<file path="config.mk">
export PLATFORM = sky130hd
export DESIGN_NAME = dmem_access_ctrl
export DESIGN_NICKNAME = d
export VERILOG_FILES = /design/src/rtl/dmem_access_ctrl.sv
export SDC_FILE = /design/constraint.sdc
export NUM_CORES = 1
export LEC_CHECK = 0
export ABC_AREA = 1
export CORE_ASPECT_RATIO = 0.75
export CORE_MARGIN = 8
export CORE_UTILIZATION = 47
export CTS_CLUSTER_DIAMETER = 120
export DETAILED_ROUTE_END_ITERATION = 10
export PLACE_DENSITY_LB_ADDON = 0.2
export SYNTH_ARGS = -nofsm -noshare
export SYNTH_HDL_FRONTEND = slang
export SYNTH_SLANG_ARGS = --single-unit
</file>
<file path="constraint.sdc">
create_clock -name clk -period 12.95 [get_ports clk]
set_clock_uncertainty 0.15 [all_clocks]
set_input_delay 2.59 -clock clk [delete_from_list [all_inputs] [get_ports clk]]
set_output_delay 2.59 -clock clk [all_outputs]
set_load 0.005 [all_outputs]
</file>
<file path="src/rtl/dmem_access_ctrl.sv">
// Multi-cycle data-memory sequencer: stalls the PC for loads/stores, runs the req/ack handshake.
// Optional BUSY timeout/abort enabled by defining MEM_TIMEOUT_EN.
module dmem_access_ctrl #(
  parameter int unsigned ADDR_W  = 32,
  parameter int unsigned DATA_W  = 32,
  parameter int unsigned TIMEOUT = 64
) (
  input  logic              clk,
  input  logic              Reset,
  input  logic              MemRead,
  input  logic              MemWrite,
  input  logic              RegWrite_in,
  input  logic [ADDR_W-1:0] ALUResult,
  input  logic [DATA_W-1:0] WriteData,
  output logic              stall,
  output logic              RegWrite_out,
  output logic [DATA_W-1:0] ReadData,
  output logic              mem_req,
  output logic              mem_we,
  output logic [ADDR_W-1:0] mem_addr,
  output logic [DATA_W-1:0] mem_wdata,
  input  logic              mem_ack,
  input  logic [DATA_W-1:0] mem_rdata,
  output logic [31:0]       stall_cycles,
  output logic              err
);

  typedef enum logic [1:0] {IDLE, BUSY, DONE} state_t;

  state_t state, state_nxt;
  logic   mem_op;
  logic   timeout_hit;
  logic   abort_flag;

  assign mem_op = MemRead | MemWrite;

`ifdef MEM_TIMEOUT_EN
  localparam int unsigned CNT_W = $clog2(TIMEOUT + 1);

  logic [CNT_W-1:0] busy_cnt;
  logic             abort_q;
  logic             err_q;

  // Counter is held at zero outside BUSY, so it always starts from 0 on entry.
  assign timeout_hit = (state == BUSY) && !mem_ack && (busy_cnt == CNT_W'(TIMEOUT - 1));
  assign abort_flag  = abort_q;
  assign err         = err_q;

  always_ff @(posedge clk or posedge Reset) begin
    if (Reset) begin
      busy_cnt <= '0;
      abort_q  <= 1'b0;
      err_q    <= 1'b0;
    end else begin
      busy_cnt <= (state == BUSY) ? busy_cnt + 1'b1 : '0;
      if (timeout_hit) begin
        abort_q <= 1'b1;
        err_q   <= 1'b1;
      end else if (state == DONE) begin
        abort_q <= 1'b0;
      end
    end
  end
`else
  assign timeout_hit = 1'b0;
  assign abort_flag  = 1'b0;
  assign err         = 1'b0;
`endif

  always_comb begin
    state_nxt    = state;
    stall        = 1'b0;
    RegWrite_out = 1'b0;
    mem_req      = 1'b0;
    case (state)
      IDLE: begin
        stall        = mem_op;
        RegWrite_out = RegWrite_in & ~mem_op;
        if (mem_op) state_nxt = BUSY;
      end
      BUSY: begin
        mem_req = 1'b1;
        stall   = 1'b1;
        if (mem_ack || timeout_hit) state_nxt = DONE;
      end
      DONE: begin
        RegWrite_out = RegWrite_in & ~abort_flag;
        state_nxt    = IDLE;
      end
      default: state_nxt = IDLE;
    endcase
    // Reset overrides the combinational outputs so the datapath sees no stall/write during reset.
    if (Reset) begin
      stall        = 1'b0;
      RegWrite_out = 1'b0;
    end
  end

  always_ff @(posedge clk or posedge Reset) begin
    if (Reset) begin
      state        <= IDLE;
      mem_we       <= 1'b0;
      mem_addr     <= '0;
      mem_wdata    <= '0;
      ReadData     <= '0;
      stall_cycles <= '0;
    end else begin
      state <= state_nxt;
      if (state == IDLE && mem_op) begin
        mem_addr  <= ALUResult;
        mem_wdata <= WriteData;
        mem_we    <= MemWrite;
      end
      if (state == BUSY) begin
        if (mem_ack && !mem_we) ReadData <= mem_rdata;
        else if (timeout_hit)   ReadData <= '0;
      end
      if (stall && (stall_cycles != '1)) stall_cycles <= stall_cycles + 32'd1;
    end
  end

endmodule

</file>
==> reports/qor.tcl, run 1 <==
set qor(mostFrequentLayoutCell) {clkdlybuf4s50_1}
set qor(post_synth_instance_area_um2) 5852
set qor(cp-start-kind) {input port}
set qor(timing.reg2reg.setup_slack_ns) 10.69
set qor(synth_top_flop_cell) {dfrtp_1}
set qor(synthCells) 562
set qor(cts_sinks) 131
set qor(width_of_the_die_um) 144.8
set qor(grt_pass1_wl_um) 27300
set qor(maximum_ir_drop_on_the_vdd_rail_mv) 0.1421
set qor(avgSynthCellArea_um2) 10.41
set qor(critPathCaptureType) {primary output}
set qor(wire_per_inst_um) 18.02
set qor(hold_path_end) {ReadData[30]$_DFFE_PP0P_}
set qor(initial_core_util) 0.4790
set qor(tritoncts) {done}
set qor(worst_reg2reg_path_startpoint) {stall_cycles[0]$_DFFE_PP0P_}
set qor(slew_headroom) 0.4178
set qor(report.final.setup_viol) 0
set qor(post_cts.repair.setup_buffers) 0
set qor(period_needed_ns) 7.455
set qor(grt_start_max_net_pins) 69
set qor(cp.arrival_ns) 4.72
set qor(cellInternalPower_uw) 1355
set qor(postCtsResizedCells) 0
set qor(worst_setup_hold_path_clk_slew_ns) 0.06
set qor(rows) 35
set qor(worst-r2r-cell-count) 10
set qor(place_congestion) 0.9331
set qor(tightestPinTransition_ns) 0.8733
set qor(totalPowerFinal_uw) 1877
set qor(syn2layout_area_growth_pct) 52.30
set qor(final-max-slew-violation-count) 0
set qor(drtAntennaViolNets) 0
set qor(synth_enable_flop_cells) 0
set qor(die-area_um2) 16310
set qor(floorplan.die.height_um) 112.6
set qor(cts_inserted_buffers) 17
set qor(clk-insertion-delay-late_ns) 0.42
set qor(hold_depth) 1
set qor(cp.required_ns) 10.21
set qor(sequential_cell_area_fraction_in_the_yosys_report) 0.5602
set qor(ios) 235
set qor(grt.total_usage) 0.2177
set qor(synthesis_stage_register_bit_count) 131
set qor(power.sequential.fraction) 0.356
set qor(grt_antenna_before_repair) 0
set qor(first_pass_drt_iterations) 5
set qor(power.switching_uw) 522.3
set qor(n_antenna_cell) 0
set qor(clock_tree.buffer_depth) 2
set qor(max_cap_violations) 0
set qor(drt_drc_violations_left) 0
set qor(detail_route.iter0.violations) 281
set qor(holdCritStartpoint) {ReadData[30]$_DFFE_PP0P_}
set qor(cts_max_level) 4
set qor(buffers_on_ports) 233
set qor(net_count_of_the_mapped_netlist) 665
set qor(yosysWarnings) 0
set qor(final_layout_size_suffix_gt1_frac) 0.1776
set qor(worstPathMaxFanout) 65
set qor(path_class) {in2out}
set qor(capture_point_of_the_worst_reg_to_reg_path) {stall_cycles[11]$_DFFE_PP0P_}
set qor(outcome) {finished, final reports clean}
set qor(cts.hold.buffers_added) 0
set qor(place.detailed.hpwl_um) 13220
set qor(drt-vias-per-instance) 4.948
set qor(pwr-share-comb) 0.385
set qor(power.switching_fraction) 0.2783
set qor(global_route.overflow_total) 0
set qor(hp_class) {reg2reg}
set qor(cts_root_buffer) {clkbuf_16}
set qor(first_global_vias) 5008
set qor(finalCritPeriodShare) 0.5757
set qor(std_cell_core_area_um2) 12220
set qor(fill_cell_total_of_the_finished_layout) 847
set qor(final.setup.tns_ns) 0
set qor(rsz0062_at_grt) {no}
set qor(synthDistinctLibCells) 25
set qor(async_flop_share) 1.000
set qor(p_per_area_nw_per_um2) 210.6
set qor(clock_power_share) 0.259
set qor(layout.cells.most_common_list) {clkdlybuf4s50_1, nand2_1, dfrtp_1}
set qor(total_leakage_power_uw) 0.003809
set qor(max_freq_mhz) 134.1
set qor(timing.final.hold_violations) 0
set qor(wirelength_um) 17600
set qor(vias) 4834
set qor(nNetsFinal) 903
[sequential cells by signal, summed over array words and instances, names as in the netlist]
register,count
state,2
ReadData,32
mem_we,1
mem_addr,32
stall_cycles,32
mem_wdata,32
[power by group through the flow]
stage | clock (uW) | combinational [uW] | sequential, uW
finish | 485 | 723 | 669
global route | 511 | 772 | 690
CTS | 492 | 737 | 669
detailed placement | 0 | 730 | 671
global placement | 0 | 716 | 662
floorplan | 0 | 278 | 677
[worst max-delay path by stage]
stage | slack, ns | end | cells past startpoint | from
2_1_floorplan | 4.02 | stall | 3 | Reset
3_3_place_gp | 5.53 | stall | 5 | Reset
3_5_place_dp | 5.47 | stall | 5 | Reset
4_1_cts | 5.43 | stall | 5 | Reset
5_1_grt | 5.27 | stall | 5 | Reset
6_report | 5.49 | stall | 5 | Reset
[cell usage after synthesis (all sizes together), types with 3 or more instances]
cell type / instances / share of area
mux2: 96 / 0.18
nand2: 164 / 0.11
nand4: 11 / 0.012
xor2: 4 / 0.0060
xnor2: 4 / 0.0060
inv: 39 / 0.025
a21oi: 3 / 0.0026
o21ai: 8 / 0.0068
nand3: 24 / 0.021
dfrtp: 131 / 0.56
nor2: 57 / 0.043
buf: 17 / 0.018
[stage by stage]
step           hold slack, ns  utilization  cell area [um2]  cells  setup slack, ns
3_5_place_dp           0.3422       0.6805             8314    947            5.468
2_1_floorplan          0.3479            -             5852    562            4.022
5_1_grt                0.3673       0.7294             8912    977            5.268
3_3_place_gp           0.3357       0.6805             8314    947            5.528
4_1_cts                0.3550       0.7294             8912    977            5.432
6_report               0.3518       0.7294             8912    977            5.495
[metal layers]
layer,up-vias,GRT usage,wire length (um)
met2,200,0.3565,8459
met5,-,0,0
met3,31,0.07379,1646
li1,2296,-,-
met1,2307,0.2588,6994
met4,0,0.08299,500
[worst max-delay path, cell delays in order]
cell and delay (ns):
clkdlybuf4s50_1 0.48, inv_4 0.59, nand2_1 0.32, inv_2 0.19, clkdlybuf4s50_1 0.52
[area by class of cell]
| class | instances | area, um2 | share of cell area |
|---|---|---|---|
| sequential | 131 | 3278 | 0.3678 |
| timing repair buffer | 236 | 2355 | 0.2642 |
| multi-input combinational | 375 | 2322 | 0.2606 |
| clock buffer | 18 | 439.2 | 0.04928 |
| tap | 166 | 207.7 | 0.02330 |
| clock inverter | 12 | 158.9 | 0.01783 |
| inverter | 39 | 151.4 | 0.01699 |
[logic make-up (layout without fill, tap and decap cells)]
| kind of cell | count (synthesis) | after routing | share of synthesized area |
|---|---|---|---|
| AOI/OAI and AO/OA | 11 | 11 | 0.009407 |
| and+or+nand+nor | 258 | 258 | 0.1875 |
| DFF | 131 | 131 | 0.5602 |
| buffers and inverters | 56 | 305 | 0.04340 |
| muxes | 96 | 96 | 0.1847 |
| other | 1 | 1 | 0.0006408 |
| xor gates and xnor gates | 8 | 8 | 0.01197 |
| adders and majority gates | 1 | 1 | 0.002138 |
Note: power is estimated with default switching activity, not from simulation.
==> run 2, diff against run 1 <==
--- a/config.mk
+++ b/config.mk
@@ -8,7 +8,7 @@
 export ABC_AREA = 1
 export CORE_ASPECT_RATIO = 0.75
 export CORE_MARGIN = 8
-export CORE_UTILIZATION = 47
+export CORE_UTILIZATION = 44
 export CTS_CLUSTER_DIAMETER = 120
 export DETAILED_ROUTE_END_ITERATION = 10
 export PLACE_DENSITY_LB_ADDON = 0.2
==> constraint.sdc (replaced) <==
create_clock -name clk -period 7.2 [get_ports clk]
set_clock_uncertainty 0.15 [all_clocks]
set_input_delay 1.44 -clock clk [delete_from_list [all_inputs] [get_ports clk]]
set_output_delay 1.44 -clock clk [all_outputs]
set_load 0.005 [all_outputs]
==> run 2 against run 1 <==
- sequential power is 79% higher
- final area up 0.11%
- total power up 79%
- die area grew 5.9%
- cell count is 0.61% higher
- combinational power rose by 78%
- utilization shrank 4.2 points
- via count rose by 1.6%
- clock power increased by 80%
- flip-flop and latch count stayed put
- worst hold slack worse by 0.0011 ns
- non-clock buffer count stayed put
- highest routed layer unchanged
==> reports/qor.tcl, run 2 (synthesis gave the netlist of run 1 again) <==
set qor(hold_depth) 1
set qor(critPathCaptureType) {primary output}
set qor(cp_cell_sequence) {clkdlybuf4s50_1 -> inv_4 -> nand2_1 -> inv_2 -> clkdlybuf4s50_1}
set qor(grt_start_max_net_pins) 82
set qor(width_of_the_die_um) 149.2
set qor(ios) 235
set qor(std_cell_core_area_um2) 12970
set qor(cp-start-kind) {input port}
set qor(final_layout_size_suffix_gt1_frac) 0.1776
set qor(final-max-slew-violation-count) 0
set qor(cts.hold.buffers_added) 0
set qor(worst_path_max_delay_cell) {clkdlybuf4s50_1}
set qor(wire_per_inst_um) 17.84
set qor(maximum_ir_drop_on_the_vdd_rail_mv) 0.3176
set qor(cts_inserted_buffers) 17
set qor(worst_reg2reg_path_startpoint) {stall_cycles[0]$_DFFE_PP0P_}
set qor(buffers_on_ports) 233
set qor(clock_tree.buffer_depth) 2
set qor(syn2layout_area_growth_pct) 52.47
set qor(first_pass_drt_iterations) 6
set qor(global_route.overflow_total) 0
set qor(place.detailed.hpwl_um) 13420
set qor(seq_area_um2) 3278
set qor(worst_setup_hold_path_clk_slew_ns) 0.05
set qor(drt_drc_violations_left) 0
set qor(max_cap_violations) 0
set qor(outcome) {finished, final reports clean}
set qor(multi_input_area_um2) 2322
set qor(pwr-share-comb) 0.383
set qor(wirelength_um) 17530
set qor(power.switching_fraction) 0.2724
set qor(finalCritPeriodShare) 0.6922
set qor(slew_headroom) 0.3124
set qor(drtAntennaViolNets) 0
set qor(detail_route.iter0.violations) 279
set qor(hold_path_end) {ReadData[6]$_DFFE_PP0P_}
set qor(period_needed_ns) 4.984
set qor(report.final.setup_viol) 0
set qor(rsz0062_at_grt) {no}
set qor(floorplan.die.height_um) 115.9
set qor(p_per_area_nw_per_um2) 377.4
set qor(cp.depth) 5
set qor(path_delay_family) {buffers and inverters}
set qor(grt_pass1_wl_um) 26850
set qor(capture_point_of_the_worst_reg_to_reg_path) {stall_cycles[27]$_DFFE_PP0P_}
set qor(cts_sinks) 131
set qor(mostFrequentLayoutCell) {clkdlybuf4s50_1}
set qor(grt.total_usage) 0.2012
set qor(hp_class) {reg2reg}
set qor(clk-insertion-delay-late_ns) 0.41
set qor(cp.arrival_ns) 3.39
set qor(power.switching_uw) 917.2
set qor(layout.cells.most_common_list) {clkdlybuf4s50_1, nand2_1, dfrtp_1}
set qor(timing.final.hold_violations) 0
set qor(first_global_vias) 4997
set qor(cellInternalPower_uw) 2450
set qor(tightestPinTransition_ns) 1.031
set qor(power.sequential.fraction) 0.357
set qor(tritoncts) {done}
set qor(vias) 4912
set qor(worst-r2r-cell-count) 10
set qor(worst_path_largest_cell_delay_ns) 0.52
set qor(postCtsResizedCells) 0
set qor(path_class) {in2out}
set qor(place_congestion) 0.9124
set qor(grt_antenna_before_repair) 0
set qor(nNetsFinal) 903
set qor(cts_root_buffer) {clkbuf_16}
set qor(rows) 36
set qor(cp.required_ns) 5.61
set qor(cts_max_level) 4
set qor(final.setup.tns_ns) 0
set qor(post_dp_cell_area_um2) 8320
set qor(die-area_um2) 17280
set qor(holdCritStartpoint) {ReadData[6]$_DFFE_PP0P_}
set qor(clock_power_share) 0.260
set qor(drt-vias-per-instance) 4.997
set qor(total_leakage_power_uw) 0.003810
set qor(timing.reg2reg.setup_slack_ns) 4.97
set qor(timing.critical_path.buf_inv) 4
set qor(post_cts.repair.setup_buffers) 0
set qor(finalInstanceArea_um2) 8922
set qor(worstPathMaxFanout) 52
set qor(crit_path_frequent_cell) {clkdlybuf4s50_1}
set qor(initial_core_util) 0.4511
set qor(fill_cell_total_of_the_finished_layout) 965
set qor(max_freq_mhz) 200.6
run 2: cell count changes in the layout (fill, tap and decap cells not counted):
cell        delta
clkinv_4       -4
clkinv_2       +2
diode_2        +1
clkinvlp_4     +1
clkbuf_8       +2
inv_6          -1
run 2: worst max-delay path by stage:
stage                     start  slack [ns]    end
final                     Reset        2.22  stall
after global routing      Reset        2.01  stall
after CTS                 Reset        2.17  stall
after detailed placement  Reset        2.16  stall
after global placement    Reset        2.22  stall
after floorplan           Reset        0.57  stall
run 2: layout make-up:
type                            count  area share
Clock buffer                       20     0.05231
Antenna cell                        1   0.0002805
Timing Repair Buffer              236      0.2639
Multi-Input combinational cell    375      0.2603
Tap cell                          171     0.02398
Sequential cell                   131      0.3674
Inverter                           39     0.01697
Clock inverter                     10     0.01486
run 2: per-layer routing:
metal	global-route usage	vias up	wire [um]
met1	0.2348	2375	6933
met3	0.07842	30	1726
li1	-	2292	-
met2	0.3299	215	8458
met4	0.07914	0	414
met5	0	-	0
run 2: through the flow:
step           std cells    util  hold slack, ns  setup slack (ns)  total power, uW
3_3_place_gp         952  0.6414          0.3365             2.221             2480
3_5_place_dp         952  0.6414          0.3415             2.161             2527
6_report             983  0.6878          0.3507             2.216             3367
2_1_floorplan        562       -          0.3479            0.5719             1717
4_1_cts              982  0.6876          0.3540             2.165             3419
5_1_grt              982  0.6876          0.3659             2.012             3556
run 2: power by group through the flow:
stage,logic [uW],clock network [uW],registers [uW]
after floorplan,500,0,1220
after global placement,1290,0,1190
after detailed placement,1320,0,1210
after CTS,1320,895,1200
after global routing,1390,928,1240
final,1290,874,1200
==> run 3, diff against run 2 <==
==> constraint.sdc (replaced) <==
create_clock -name clk -period 4.7 [get_ports clk]
set_clock_uncertainty 0.15 [all_clocks]
set_input_delay 0.94 -clock clk [delete_from_list [all_inputs] [get_ports clk]]
set_output_delay 0.94 -clock clk [all_outputs]
set_load 0.005 [all_outputs]
==> run 3 against run 2 <==
- clock power rose by 53%
- final area barely moved
- die area did not move
- sequential power rose by 53%
- global-route usage rose by 0.13 points
- worst hold slack improved by 0.0018 ns
- register-to-register slack got worse by 2.5 ns
- via count fell by 1.6%
- flip-flop and latch count did not move
- combinational power rose by 54%
==> reports/qor.tcl, run 3 (synthesis gave the netlist of run 1 again) <==
set qor(power.sequential.fraction) 0.356
set qor(worst-r2r-cell-count) 10
set qor(maximum_ir_drop_on_the_vdd_rail_mv) 0.3687
set qor(wirelength_um) 17550
set qor(outcome) {finished, final reports clean}
set qor(cts_root_buffer) {clkbuf_16}
set qor(worst_path_largest_cell_delay_ns) 0.52
set qor(report.final.setup_viol) 0
set qor(postCtsResizedCells) 0
set qor(total_leakage_power_uw) 0.003811
set qor(p_per_area_nw_per_um2) 578.5
set qor(crit_path_frequent_cell) {nand2_1}
set qor(totalPowerFinal_uw) 5165
set qor(tightestPinTransition_ns) 0.8481
set qor(period_needed_ns) 3.649
set qor(worst_setup_hold_path_clk_slew_ns) 0.06
set qor(cp.arrival_ns) 2.56
set qor(final.setup.tns_ns) 0
set qor(n_antenna_cell) 0
set qor(drtAntennaViolNets) 0
set qor(cts_sinks) 131
set qor(final_layout_size_suffix_gt1_frac) 0.1784
set qor(cp_cell_sequence) {clkdlybuf4s50_1 -> inv_1 -> nand2_1 -> nand2_2 -> nand2_1 -> nand2_1 -> inv_2 -> clkdlybuf4s50_1}
set qor(cells_after_dpl) 953
set qor(place_congestion) 0.8947
set qor(power.switching_fraction) 0.2766
set qor(cp.required_ns) 3.61
set qor(floorplan.die.height_um) 115.9
set qor(max_freq_mhz) 274.1
set qor(pwr-share-comb) 0.385
set qor(timing.reg2reg.setup_slack_ns) 2.46
set qor(grt_pass1_wl_um) 27120
set qor(grt_start_max_net_pins) 68
set qor(grt.total_usage) 0.2025
set qor(worst_reg2reg_path_startpoint) {stall_cycles[0]$_DFFE_PP0P_}
set qor(place.detailed.hpwl_um) 13580
set qor(first_global_vias) 4970
set qor(vias) 4831
set qor(buffers_on_ports) 233
set qor(finalCritPeriodShare) 0.7763
set qor(critPathCaptureType) {primary output}
set qor(cts_inserted_buffers) 17
set qor(slew_headroom) 0.4346
set qor(final-max-slew-violation-count) 0
set qor(first_pass_drt_iterations) 5
set qor(holdCritStartpoint) {ReadData[31]$_DFFE_PP0P_}
set qor(rsz0062_at_grt) {no}
set qor(timing.final.hold_violations) 0
set qor(clock_tree.buffer_depth) 2
set qor(nNetsFinal) 904
set qor(width_of_the_die_um) 149.2
set qor(grt_util_met3) 0.06594
set qor(cp-start-kind) {input port}
set qor(grt_antenna_before_repair) 0
set qor(post_cts.repair.setup_buffers) 0
set qor(drt-vias-per-instance) 4.910
set qor(drt_drc_violations_left) 0
set qor(hp_class) {reg2reg}
set qor(finish.utilization) 0.6882
set qor(wire_per_inst_um) 17.83
set qor(worst_path_max_delay_cell) {clkdlybuf4s50_1}
set qor(initial_core_util) 0.4511
set qor(finalNonFillerCells) 984
set qor(power.switching_uw) 1429
set qor(grt_use_met2) 0.3386
set qor(use_met1) 0.2400
set qor(worstPathMaxFanout) 4
set qor(syn2layout_area_growth_pct) 52.56
set qor(cts_max_level) 4
set qor(global_route.overflow_total) 0
set qor(mostFrequentLayoutCell) {clkdlybuf4s50_1}
set qor(max_cap_violations) 0
set qor(rows) 36
set qor(std_cell_core_area_um2) 12970
set qor(clk-insertion-delay-late_ns) 0.41
set qor(layout.cells.most_common_list) {clkdlybuf4s50_1, nand2_1, dfrtp_1}
set qor(die-area_um2) 17280
set qor(ios) 235
set qor(detail_route.iter0.violations) 262
set qor(hold_depth) 1
set qor(cellInternalPower_uw) 3736
set qor(cts.hold.buffers_added) 0
set qor(crit_start) {MemWrite}
set qor(tritoncts) {done}
set qor(clock_power_share) 0.259
set qor(top_usage_layer) {met2}
set qor(path_class) {in2out}
run 3: path summary, 6_finish.rpt:
| check | to |
|---|---|
| max reg2reg | stall_cycles[30]$_DFFE_PP0P_ |
| max | stall |
| min in group asynchronous | mem_addr[8]$_DFFE_PP0P_ |
| min reg2reg | ReadData[31]$_DFFE_PP0P_ |
| min | ReadData[31]$_DFFE_PP0P_ |
| max in group asynchronous | ReadData[19]$_DFFE_PP0P_ |
run 3: area by class of cell:
cell class,count,area [um2]
well taps,171,214.0
fillers,980,4045
inverters,39,152.6
clock buffers,19,442.9
clock inverters,12,155.1
flip-flops and latches,131,3278
repair buffers,237,2362
multi-input cells,375,2322
run 3: power by group through the flow:
stage	Clock [uW]	Sequential (uW)	Combinational (uW)
3_3_place_gp	0	1830	1980
5_1_grt	1420	1900	2140
3_5_place_dp	0	1860	2030
2_1_floorplan	0	1860	766
4_1_cts	1370	1840	2040
6_report	1340	1840	1990
run 3: metal layers:
layer / vias to the layer above / routed length (um)
met5: - / 0
li1: 2299 / -
met2: 200 / 8704
met3: 24 / 1561
met1: 2308 / 6928
met4: 0 / 352
run 3: worst max-delay path, delay by kind of cell:
kind,cells,cell delay (ns)
buffers and inverters,4,1.20
and+or+nand+nor,4,0.42
run 3: stage by stage:
step	setup slack (ns)	hold WS (ns)	cell area (um2)
after floorplan	0.09693	0.3479	5856
after global placement	1.052	0.3369	8329
after detailed placement	1.037	0.3415	8329
after CTS	1.019	0.3553	8927
after global routing	0.9262	0.3637	8927
final	1.051	0.3525	8927
